===== config.mk =====
export PLATFORM = sky130hd
export DESIGN_NAME = accel_arbiter
export DESIGN_NICKNAME = d
export VERILOG_FILES = /design/src/rtl/accel_arbiter.sv
export SDC_FILE = /design/constraint.sdc
export NUM_CORES = 1
export LEC_CHECK = 0
export CAP_MARGIN = 20
export CORE_MARGIN = 2
export CORE_UTILIZATION = 40
export DETAILED_ROUTE_END_ITERATION = 16
export GPL_ROUTABILITY_DRIVEN = 0
export PLACE_DENSITY = 0.77
export SLEW_MARGIN = 20
export SYNTH_ARGS = -nofsm -noshare
export SYNTH_HDL_FRONTEND = slang
export SYNTH_SLANG_ARGS = --single-unit

===== constraint.sdc =====
create_clock -name clk -period 1.7 [get_ports clk]
set_clock_uncertainty 0.15 [all_clocks]
set_input_delay 0.51 -clock clk [delete_from_list [all_inputs] [get_ports clk]]
set_output_delay 0.51 -clock clk [all_outputs]
set_load 0.02 [all_outputs]

===== src/rtl/accel_arbiter.sv =====
// accel_arbiter: round-robin scheduler sharing one accelerator between NREQ requesters,
// with operand latching, start pulse, result capture and a WAIT-state watchdog.
module accel_arbiter #(
  parameter int NREQ   = 4,
  parameter int TO_CYC = 4095
) (
  input  logic              clk,
  input  logic              rst,
  input  logic [NREQ-1:0]   req,
  input  logic [5*NREQ-1:0] reqV,
  input  logic [2*NREQ-1:0] reqU,
  output logic [NREQ-1:0]   ack,
  output logic [20:0]       resData,
  output logic              err,
  output logic              busy,
  output logic [2:0]        gntId,
  output logic              wStart,
  output logic [4:0]        v,
  output logic [1:0]        u,
  input  logic              wrReq,
  input  logic              wDone,
  input  logic [20:0]       wrData
);
  typedef enum logic [1:0] {IDLE, START, WAIT, RESP} state_t;
  state_t r_state, w_state_n;
  logic [2:0] r_ptr, w_ptr_n, r_gnt, w_gnt_n, w_pick;
  logic [4:0] r_v, w_v_n;
  logic [1:0] r_u, w_u_n;
  logic [20:0] r_res, w_res_n;
  logic r_err, w_err_n, r_wstart, w_wstart_n, r_busy, w_busy_n;
  logic [NREQ-1:0] r_ack, w_ack_n;
  logic [11:0] r_cnt, w_cnt_n;
  always_comb begin
    w_pick = '0;
    for (int k = NREQ; k > 0; k--)
      if (req[(int'(r_ptr) + k) % NREQ]) w_pick = 3'((int'(r_ptr) + k) % NREQ);
    w_state_n  = r_state;
    w_ptr_n    = r_ptr;
    w_gnt_n    = r_gnt;
    w_v_n      = r_v;
    w_u_n      = r_u;
    w_res_n    = r_res;
    w_err_n    = r_err;
    w_cnt_n    = r_cnt;
    w_ack_n    = '0;
    w_wstart_n = 1'b0;
    case (r_state)
      IDLE: if (|req) begin
        w_state_n  = START;
        w_gnt_n    = w_pick;
        w_v_n      = reqV[5*w_pick +: 5];
        w_u_n      = reqU[2*w_pick +: 2];
        w_res_n    = '0;
        w_err_n    = 1'b0;
        w_cnt_n    = '0;
        w_wstart_n = 1'b1;
      end
      START: w_state_n = WAIT;
      WAIT: begin
        w_cnt_n = r_cnt + 12'd1;
        w_res_n = wrReq ? wrData : r_res;
        // completion beats the watchdog when both land in the same cycle
        if (wDone || r_cnt == 12'(TO_CYC - 1)) begin
          w_state_n = RESP;
          w_err_n   = !wDone;
          w_ack_n   = NREQ'(1) << r_gnt;
        end
      end
      default: begin
        w_ptr_n   = r_gnt;
        w_state_n = IDLE;
      end
    endcase
    w_busy_n = w_state_n != IDLE;
  end
  always_ff @(posedge clk or negedge rst) begin
    if (!rst) begin
      r_state  <= IDLE;
      r_ptr    <= 3'(NREQ - 1);
      r_gnt    <= 3'(NREQ - 1);
      r_v      <= '0;
      r_u      <= '0;
      r_res    <= '0;
      r_err    <= 1'b0;
      r_cnt    <= '0;
      r_ack    <= '0;
      r_wstart <= 1'b0;
      r_busy   <= 1'b0;
    end else begin
      r_state  <= w_state_n;
      r_ptr    <= w_ptr_n;
      r_gnt    <= w_gnt_n;
      r_v      <= w_v_n;
      r_u      <= w_u_n;
      r_res    <= w_res_n;
      r_err    <= w_err_n;
      r_cnt    <= w_cnt_n;
      r_ack    <= w_ack_n;
      r_wstart <= w_wstart_n;
      r_busy   <= w_busy_n;
    end
  end
  assign ack     = r_ack;
  assign resData = r_res;
  assign err     = r_err;
  assign busy    = r_busy;
  assign gntId   = r_gnt;
  assign wStart  = r_wstart;
  assign v       = r_v;
  assign u       = r_u;
endmodule


# After elaboration in Yosys (flattened, before gate mapping)
# Index checks and enable logic that the tools add are counted.
totals:
  word_cells: 80
  register_bits: 54
  inputBits: 57
op_classes:
  n_addsub: 5
  n_mul: 1
  n_reduce_logical: 15
  n_bitwise: 4
  shift: 3
  muxes: 31
  n_lt_le_gt_ge: 4
  eq_ne: 6
ops:
  columns: ["cell", "count"]
  rows:
  - ["$mux 21", 2]
  - ["$pmux 21 s2", 1]
  - ["$pmux 12 s2", 1]
  - ["$shiftx 20x7->5", 1]
  - ["$lt 3x4->1 const B", 4]
  - ["$add 12x1->12 const B", 1]
  - ["$eq 12x12->1 const B", 1]
  - ["$mux 1", 12]
  - ["$mux 12", 1]
  - ["$mux 3", 4]
  - ["$bmux 1 s2", 4]
  - ["$mux 4", 2]
  - ["$reduce_or 2->1", 4]
  - ["$shiftx 8x5->2", 1]
  - ["$mul 3x3->6 const A", 1]
  - ["$ne 2x2->1 const B", 3]
  - ["$pmux 2 s3", 1]
  - ["$reduce_and 3->1", 2]
  - ["$add 2x1->2 const B", 2]
  - ["$add 2x2->2 const B", 2]
  - ["$and 1x1->1 const A", 4]
  - ["$mux 2", 2]
  - ["$reduce_and 2->1", 2]
  - ["$reduce_bool 2->1", 2]
  - ["other kinds (9)", 9]

# Depth between registers and ports, before layout
# Gate-level depths: netlist of run 1.
depth:
  word_depth: 12
  depth_mapped: 9
  depth_no_buf: 7

# Worst setup path after synthesis of run 1
# OpenSTA, ideal clock, no wires.
synth_path:
  path_kind: "register -> register"
  startpoint: "reg r_state[0]"
  endpoint: "reg r_cnt[11]"
  slack_ns: -0.155
  stages_incl_launch_ff: 8
  required_ns: 1.411
  n_path_buf: 0
  arrival_time_ns: 1.566
  synth_period_minus_slack_ns: 1.855
  cell_sequence: "dfrtp_1 > inv_1 > ha_1 > nor2_1 > a2111oi_4 > nand4_1 > xor2_1 > nor2_1"
synth_between:
  elab_chain_cells: 3
  word_cells_on_any_way: 6
synth_rtl:
  columns: ["item", "line_no", "rtl"]
  rows:
  - ["start, declared", "25", "state_t r_state, w_state_n;"]
  - ["start signal, assigned", "90", "r_state <= w_state_n;"]
  - ["$eq 2x2->1 or $logic_not 2->1 (tied branches)", "47", "case (r_state)"]
  - ["$reduce_bool 2->1 (no source line) or $ne 2x2->1 (tied branches)", null, null]
  - ["$reduce_and 2->1 (no source line)", null, null]
  - ["end signal, assigned", "97", "r_cnt <= w_cnt_n;"]
  - ["end, declared", "32", "logic [11:0] r_cnt, w_cnt_n;"]
# Parallel ways exist; a longest one is shown, timed or not.
# A chain may end at the register's enable or synchronous reset.

# Worst setup path after layout of run 1
layout_path:
  startpoint: "reg r_ptr[1]"
  endpoint: "reg r_v[0], in the netlist v[0]"
layout_between:
  elab_chain_cells: 10
  word_cells_on_any_way: 30
layout_rtl:
  columns: ["item", "line_no", "rtl"]
  rows:
  - ["start, declared", "26", "logic [2:0] r_ptr, w_ptr_n, r_gnt, w_gnt_n, w_pick;"]
  - ["start signal, assigned", "79", "r_ptr <= 3'(NREQ - 1);"]
  - ["start signal, assigned", "91", "r_ptr <= w_ptr_n;"]
  - ["$add 2x1->2", "36", "if (req[(int'(r_ptr) + k) % NREQ]) w_pick = 3'((int'(r_ptr) + k) % NREQ);"]
  - ["$bmux 1 s2", "36", null]
  - ["$mux 1 (implied by the code) (2 in a row)", "36", null]
  - ["$mux 3 (3 in a row)", "36", null]
  - ["$mux 3 (*)", "36", null]
  - ["$mul 3x3->6 (*)", "51", "w_v_n = reqV[5*w_pick +: 5];"]
  - ["$shiftx 20x7->5 (*)", "51", null]
  - ["end signal, assigned", "93", "r_v <= w_v_n;"]
  - ["end, declared", "27", "logic [4:0] r_v, w_v_n;"]
# Every way passes the cells marked *; elsewhere a longest branch is shown, timed or not. The select of a mux whose other input is x is not followed.

==> flow_summary.toml, run 1 <==
[run_status]
status = "complete, but fails checks"
violations = "negative setup slack"

[layout]
fill_cells = 431
final_cell_mix = "clkdlybuf4s50_1, dfrtp_1, nand2_1"
final_cells = 461
mostFrequentLayoutCell = "clkdlybuf4s50_1"
diodes = 0
finalNetCount = 447
final_area_sq_um = 4280
syn2layout_area_growth_pct = 71.1
drive_gt1_frac = 0.386

[route]
drc = 0
routed_wl_um = 7040
antenna_left = 0
firstDrtPassIters = 5
first_iter_violations = 114
dr_total_vias = 2324
viasPerCell = 5.04
drt-wirelength-per-cell_um = 15.3

[pwr]
internal-power_uw = 4550
p_leak_uw = 0.00204
switching_power_uw = 3320
clock_power_share = 0.091
combPwrFrac = 0.640
p_per_area_nw_per_um2 = 1840
vdd_drop_max_v = 0.00116
switching_share = 0.422
seq_power_share = 0.269

[worst_setup_path]
critPathKind = "flip-flop to flip-flop"
slowest_stage = "dfstp_2"
cp_cell_sequence = "mux2i_1 > o221a_4 > buf_12 > mux2i_2 > o221ai_1"
cp_data_required_time_ns = 1.73
crit_arrival_ns = 1.87
crit_fanout = 8
worstSetupEndpointType = "flip-flop"
crit_path_start_kind = "flip-flop"
slowest_delay_ns = 0.57

[clocking]
tritoncts = "built"
clockBufferDepth = 2
path_clk_slew_ns = 0.09
cts_root_buf = "clkbuf_8"
clk_latency_ns = 0.31
cts.sinks = 53
htree_levels = 2
cts_buffers = 5

[timing]
setup_viol = 32
fin_crit_ns = 1.84
hold_viol = 0
rsz0062_at_grt = "true"
min_period_over_period = 1.08
setup_tns_ns = -1.35
fmax_mhz = 543
worst_slack_ns = -0.142
slew_violations = 0

[yosys]
ys_ff_latch = 53
synth_compound_area_frac = 0.114
synth_simple_gate_area_frac = 0.177
synth_cell_types = 36
synth_area_leader_cell = "dfrtp_1"
seq_area_frac_synth = 0.532
synth_area_sq_um = 2500
synthXorXnorAreaFrac = 0.0350
yosysWarnings = 0
synthMuxAreaShare = 0.0685
synth_top_family_by_area = "simple AND/OR/NAND/NOR gates"
synth_top_area_share = 0.490
synthCells = 249
syn-mean-instance-area_sq_um = 10.1
synth_nets = 311
synthTopCellsByArea = "dfrtp_1, nand2_1, mux2i_1"
synthAdderAreaFrac = 0.0250

[global_route]
grt_max_degree = 34
grt_antenna_before_repair = 0
gr-usage-all-layers = 0.186
grt_overflow = 0
grt_pass1_wl_um = 10600
grt_pass1_vias = 2315

[worst_hold_path]
hp-class = "flip-flop to flip-flop"

[place]
dp_hpwl_um = 4500
dp.cells = 427
io_buffers = 93
placement.cell_area_sq_um = 3690

[floorplan]
die_h_um = 83.1
die_w_um = 83.1
die-area_sq_um = 6910
coreArea_sq_um = 5990
start_util = 0.418
pin_count = 95
row_count = 28

[flow_run]
max-cap-violations = 0
[cells in the mapped netlist]
| master | count |
|---|---|
| and3_1 | 3 |
| o22ai_1 | 1 |
| nand2_1 | 63 |
| buf_12 | 1 |
| mux2i_1 | 16 |
| a21oi_2 | 1 |
| o21ai_2 | 1 |
| dfstp_2 | 4 |
| nor2b_1 | 1 |
| nor3b_1 | 2 |
| xor2_1 | 9 |
| inv_1 | 8 |
| o221a_1 | 1 |
| a2111oi_4 | 1 |
| buf_4 | 4 |
| o21ai_1 | 23 |
| conb_1 | 1 |
| nand4_1 | 8 |
| dfrtp_1 | 49 |
| a31oi_1 | 2 |
| nor4_1 | 1 |
| a21oi_1 | 5 |
| o221ai_1 | 7 |
| buf_2 | 3 |
| inv_2 | 1 |
| buf_6 | 1 |
| o21ai_0 | 2 |
| or2_1 | 1 |
| nor2_1 | 14 |
| xnor2_1 | 1 |
| mux2_2 | 1 |
| nand2b_1 | 4 |
| ha_1 | 5 |
| nor4_4 | 1 |
| nor3_1 | 1 |
| clkbuf_1 | 2 |
[flip-flops by register name, indices dropped and copies added, names as in the netlist]
register and flops:
ack 4, busy 1, err 1, gntId 2, r_cnt 12, r_ptr 2
r_state 2, resData 21, u 2, v 5, wStart 1
[per-stage QoR]
step	utilization	setup slack, ns	hold WS (ns)	power (uW)
after detailed placement	0.617	-0.742	0.291	5620
final	0.715	-0.142	0.361	7870
after global placement	0.617	-0.668	0.287	5520
after floorplan	-	-0.0679	0.0644	4140
after global routing	0.715	-0.186	0.377	8330
after CTS	0.664	-0.192	0.342	6730
[area by class of cell]
type / instances / area [sq um] / area share
multi-input combinational: 177 / 1390 / 0.323
timing repair buffer: 139 / 1350 / 0.315
sequential: 53 / 1330 / 0.311
tap: 75 / 93.8 / 0.0219
clock buffer: 5 / 68.8 / 0.0161
inverter: 9 / 33.8 / 0.00789
clock inverter: 3 / 21.3 / 0.00497
[timing repair]
item | in CTS | in global routing
hold endpoints to repair | 9 | 0
gates cloned | 4 | 4
setup endpoints to repair | 83 | 72
buffers inserted | 12 | 5
pin swaps | 8 | 46
hold buffers | 1 | 0
resized for setup | 75 | 117
[path summary, 6_finish.rpt]
check,from,endpoint,slack [ns],cells past startpoint
worst max-delay path,r_ptr[1]$_DFFE_PN1N_,v[0]$_DFFE_PN0P_,-0.14,5
min in group asynchronous,rst,v[0]$_DFFE_PN0P_,0.51,2
worst max register to register,r_ptr[1]$_DFFE_PN1N_,v[0]$_DFFE_PN0P_,-0.14,5
max in group asynchronous,rst,gntId[0]$_DFFE_PN1P_,0.36,3
worst min-delay path,u[1]$_DFFE_PN0P_,u[1]$_DFFE_PN0P_,0.36,2
worst min register to register,u[1]$_DFFE_PN0P_,u[1]$_DFFE_PN0P_,0.36,2
[cells by family (layout without fill, tap and decap cells)]
logic type	count (synthesis)	in the layout
AOI/OAI and AO/OA	44	45
muxes	17	17
and+or+nand+nor	99	99
DFF	53	53
buffers and inverters	20	156
other	1	1
xor gates and xnor gates	10	10
adders and majority gates	5	5
[per-layer routing]
layer  GRT usage  vias up  share of wire
met2       0.329       64           0.55
met4      0.0760        0          0.019
li1            -     1126              -
met5           0        -              0
met1       0.224     1126           0.40
met3      0.0308        8          0.038
[power by group through the flow]
stage	sequential (uW)	clock [uW]	combinational, uW
6_report	2120	716	5040
5_1_grt	2170	789	5370
4_1_cts	2000	734	4000
3_5_place_dp	2030	0	3590
3_3_place_gp	2020	0	3500
2_1_floorplan	2490	0	1650
[critical path: cells and delay by family, from the launching register on]
| kind | cells | cell delay, ns |
|---|---|---|
| AO/OA/AOI/OAI | 2 | 0.40 |
| buffers and inverters | 1 | 0.14 |
| flip-flops | 1 | 0.57 |
| multiplexers | 2 | 0.44 |
Power figures use the tool's default switching activity.
==> run 2: changes to the inputs <==
ABC_CLOCK_PERIOD_IN_PS = 2200   (was not set)
CORE_UTILIZATION = 47   (was 40)
PLACE_DENSITY = 0.85   (was 0.77)
clock period = 2.2 ns   (was 1.7 ns; I/O delays follow)
==> run 2 against run 1 <==
Compared with the run above: the run now ends clean; power fell by 38%; highest routed layer unchanged; largest cell class is now registers; critical endpoint is now u[1]; final cell count is 7.6% lower; critical path depth is 4 lower.
==> flow_summary.toml, run 2 (same netlist as run 1, synthesis figures left out) <==
[run_status]
status = "completed"

[pwr]
p_per_area_nw_per_um2 = 1310
p_leak_uw = 0.00168
total_power_uw = 4920
vdd_drop_max_v = 0.000783

[layout]
diodes = 0
mostFrequentLayoutCell = "clkdlybuf4s50_1"
utilization = 0.732
syn2layout_area_growth_pct = 50.3
final_area_sq_um = 3760
drive_gt1_frac = 0.104
final_cell_mix = "clkdlybuf4s50_1, nand2_1, dfrtp_1"
finalNetCount = 417
final_cells = 426
largest_register_ffs = 21

[worst_setup_path]
critPathKind = "flip-flop to primary output"
r2r_start = "r_state[0]$_DFF_PN0_"
crit_cells = 1
path_buf_inv = 1
slowest_stage = "clkdlybuf4s50_1"
cp_cell_sequence = "clkdlybuf4s50_1"
timing.critical_path.from = "u[1]$_DFFE_PN0P_"
crit_arrival_ns = 1.32
slowest_delay_ns = 0.65
ff2ff_setup_slack_ns = 0.09
cp-endpoint = "u[1]"
r2r_cells = 8
worstSetupEndpointType = "primary output"
crit_path_start_kind = "flip-flop"
crit_family = "buffers and inverters"
cp_data_required_time_ns = 1.39
crit_fanout = 2
rr_endpoint = "resData[4]$_DFFE_PN0P_"

[timing]
worst_slack_ns = 0.0676
hold_viol = 0
fin_crit_ns = 2.13
rsz0062_at_grt = "true"
slew_violations = 0
fmax_mhz = 469
setup_viol = 0
min_period_over_period = 0.969

[place]
dp_hpwl_um = 4340
placement.cell_area_sq_um = 3580
dp.cells = 416
dp_slack_ns = -0.379
io_buffers = 93

[clocking]
cts_root_buf = "clkbuf_8"
tritoncts = "built"
cts.sinks = 53
cts_buffers = 5
clockBufferDepth = 2
htree_levels = 2
path_clk_slew_ns = 0.09
clk_latency_ns = 0.30

[route]
first_iter_violations = 92
viasPerCell = 5.10
routed_wl_um = 6080
drt-wirelength-per-cell_um = 14.3
antenna_left = 0
dr_total_vias = 2171
drc = 0
firstDrtPassIters = 4

[floorplan]
die-area_sq_um = 5930
pin_count = 95
row_count = 26
coreArea_sq_um = 5140
die_h_um = 77.0
die_w_um = 77.0
start_util = 0.487

[global_route]
grt_pass1_wl_um = 9760
use_met1 = 0.247
grt_pass1_vias = 2135
grt_overflow = 0
top_usage_layer = "met2"
gr-usage-all-layers = 0.206
use_met2 = 0.375
grt_max_degree = 54
grt_antenna_before_repair = 0
grtUsageMet3 = 0.0400

[flow_run]
max-cap-violations = 0

[worst_hold_path]
hp-class = "primary input to async pin"
[run 2: changes by cell type in the layout (fill, tap and decap cells not counted), moves of 4 or more]
cell	previous run	this run
buf_6	10	0
clkbuf_2	26	0
clkdlybuf4s50_1	51	86
nand2_2	10	0
o21ai_1	11	23
o21ai_2	12	1
nand2_4	13	0
clkbuf_16	4	0
clkdlybuf4s15_1	7	0
nand2_1	40	63
buf_4	25	13
[run 2: power by group]
part	switching [uW]	total, uW	internal [uW]
Sequential	229	1590	1360
Clock	309	760	452
Combinational	1390	2570	1180
Total	1930	4920	2990
[run 2: how the worst min path moves through the flow]
stage                            start                 endpoint  slack [ns]  cells past startpoint
2_1_floorplan                      rst         ack[0]$_DFF_PN0_        0.21                      0
3_5_place_dp    resData[9]$_DFFE_PN0P_   resData[9]$_DFFE_PN0P_        0.33                      2
6_report                           rst         v[0]$_DFFE_PN0P_        0.18                      2
4_1_cts                            rst         v[0]$_DFFE_PN0P_        0.19                      2
5_1_grt                            rst         v[0]$_DFFE_PN0P_        0.20                      2
3_3_place_gp   resData[18]$_DFFE_PN0P_  resData[18]$_DFFE_PN0P_        0.32                      2
[run 2: routing by layer]
metal / vias up / routed length, um / share of wire
met5: - / 0 / 0
met4: 0 / 74 / 0.012
met3: 6 / 325 / 0.053
met2: 69 / 3220 / 0.53
met1: 1036 / 2460 / 0.40
li1: 1060 / - / -
[run 2: area by class of cell]
type	count	area [sq um]
clock buffer	5	68.8
clock inverter	3	65.1
fill	401	1380
inverter	9	33.8
multi-input combinational	176	1060
sequential	53	1330
tap	70	87.6
timing repair buffer	110	1110
[run 2: stage by stage]
| step | TNS [ns] | hold WS [ns] |
|---|---|---|
| global route | -0.0984 | 0.201 |
| finish | 0 | 0.180 |
| detailed placement | -12.23 | 0.325 |
| global placement | -10.06 | 0.316 |
| CTS | 0 | 0.195 |
| floorplan | 0 | 0.214 |
[run 2: what timing repair did]
| action | 4_1_cts | 5_1_grt |
|---|---|---|
| setup buffers | 0 | 1 |
| pin swaps | 3 | 3 |
| hold buffers | 0 | 0 |
| gates resized for setup | 5 | 2 |
| gates cloned | 1 | 0 |
| setup endpoints to repair | 12 | 20 |
==> run 3: changes to the inputs <==
CAP_MARGIN = 5   (was 20)
==> results of run 3 <==
The final DEF is identical to that of run 2; final timing and power are the same.
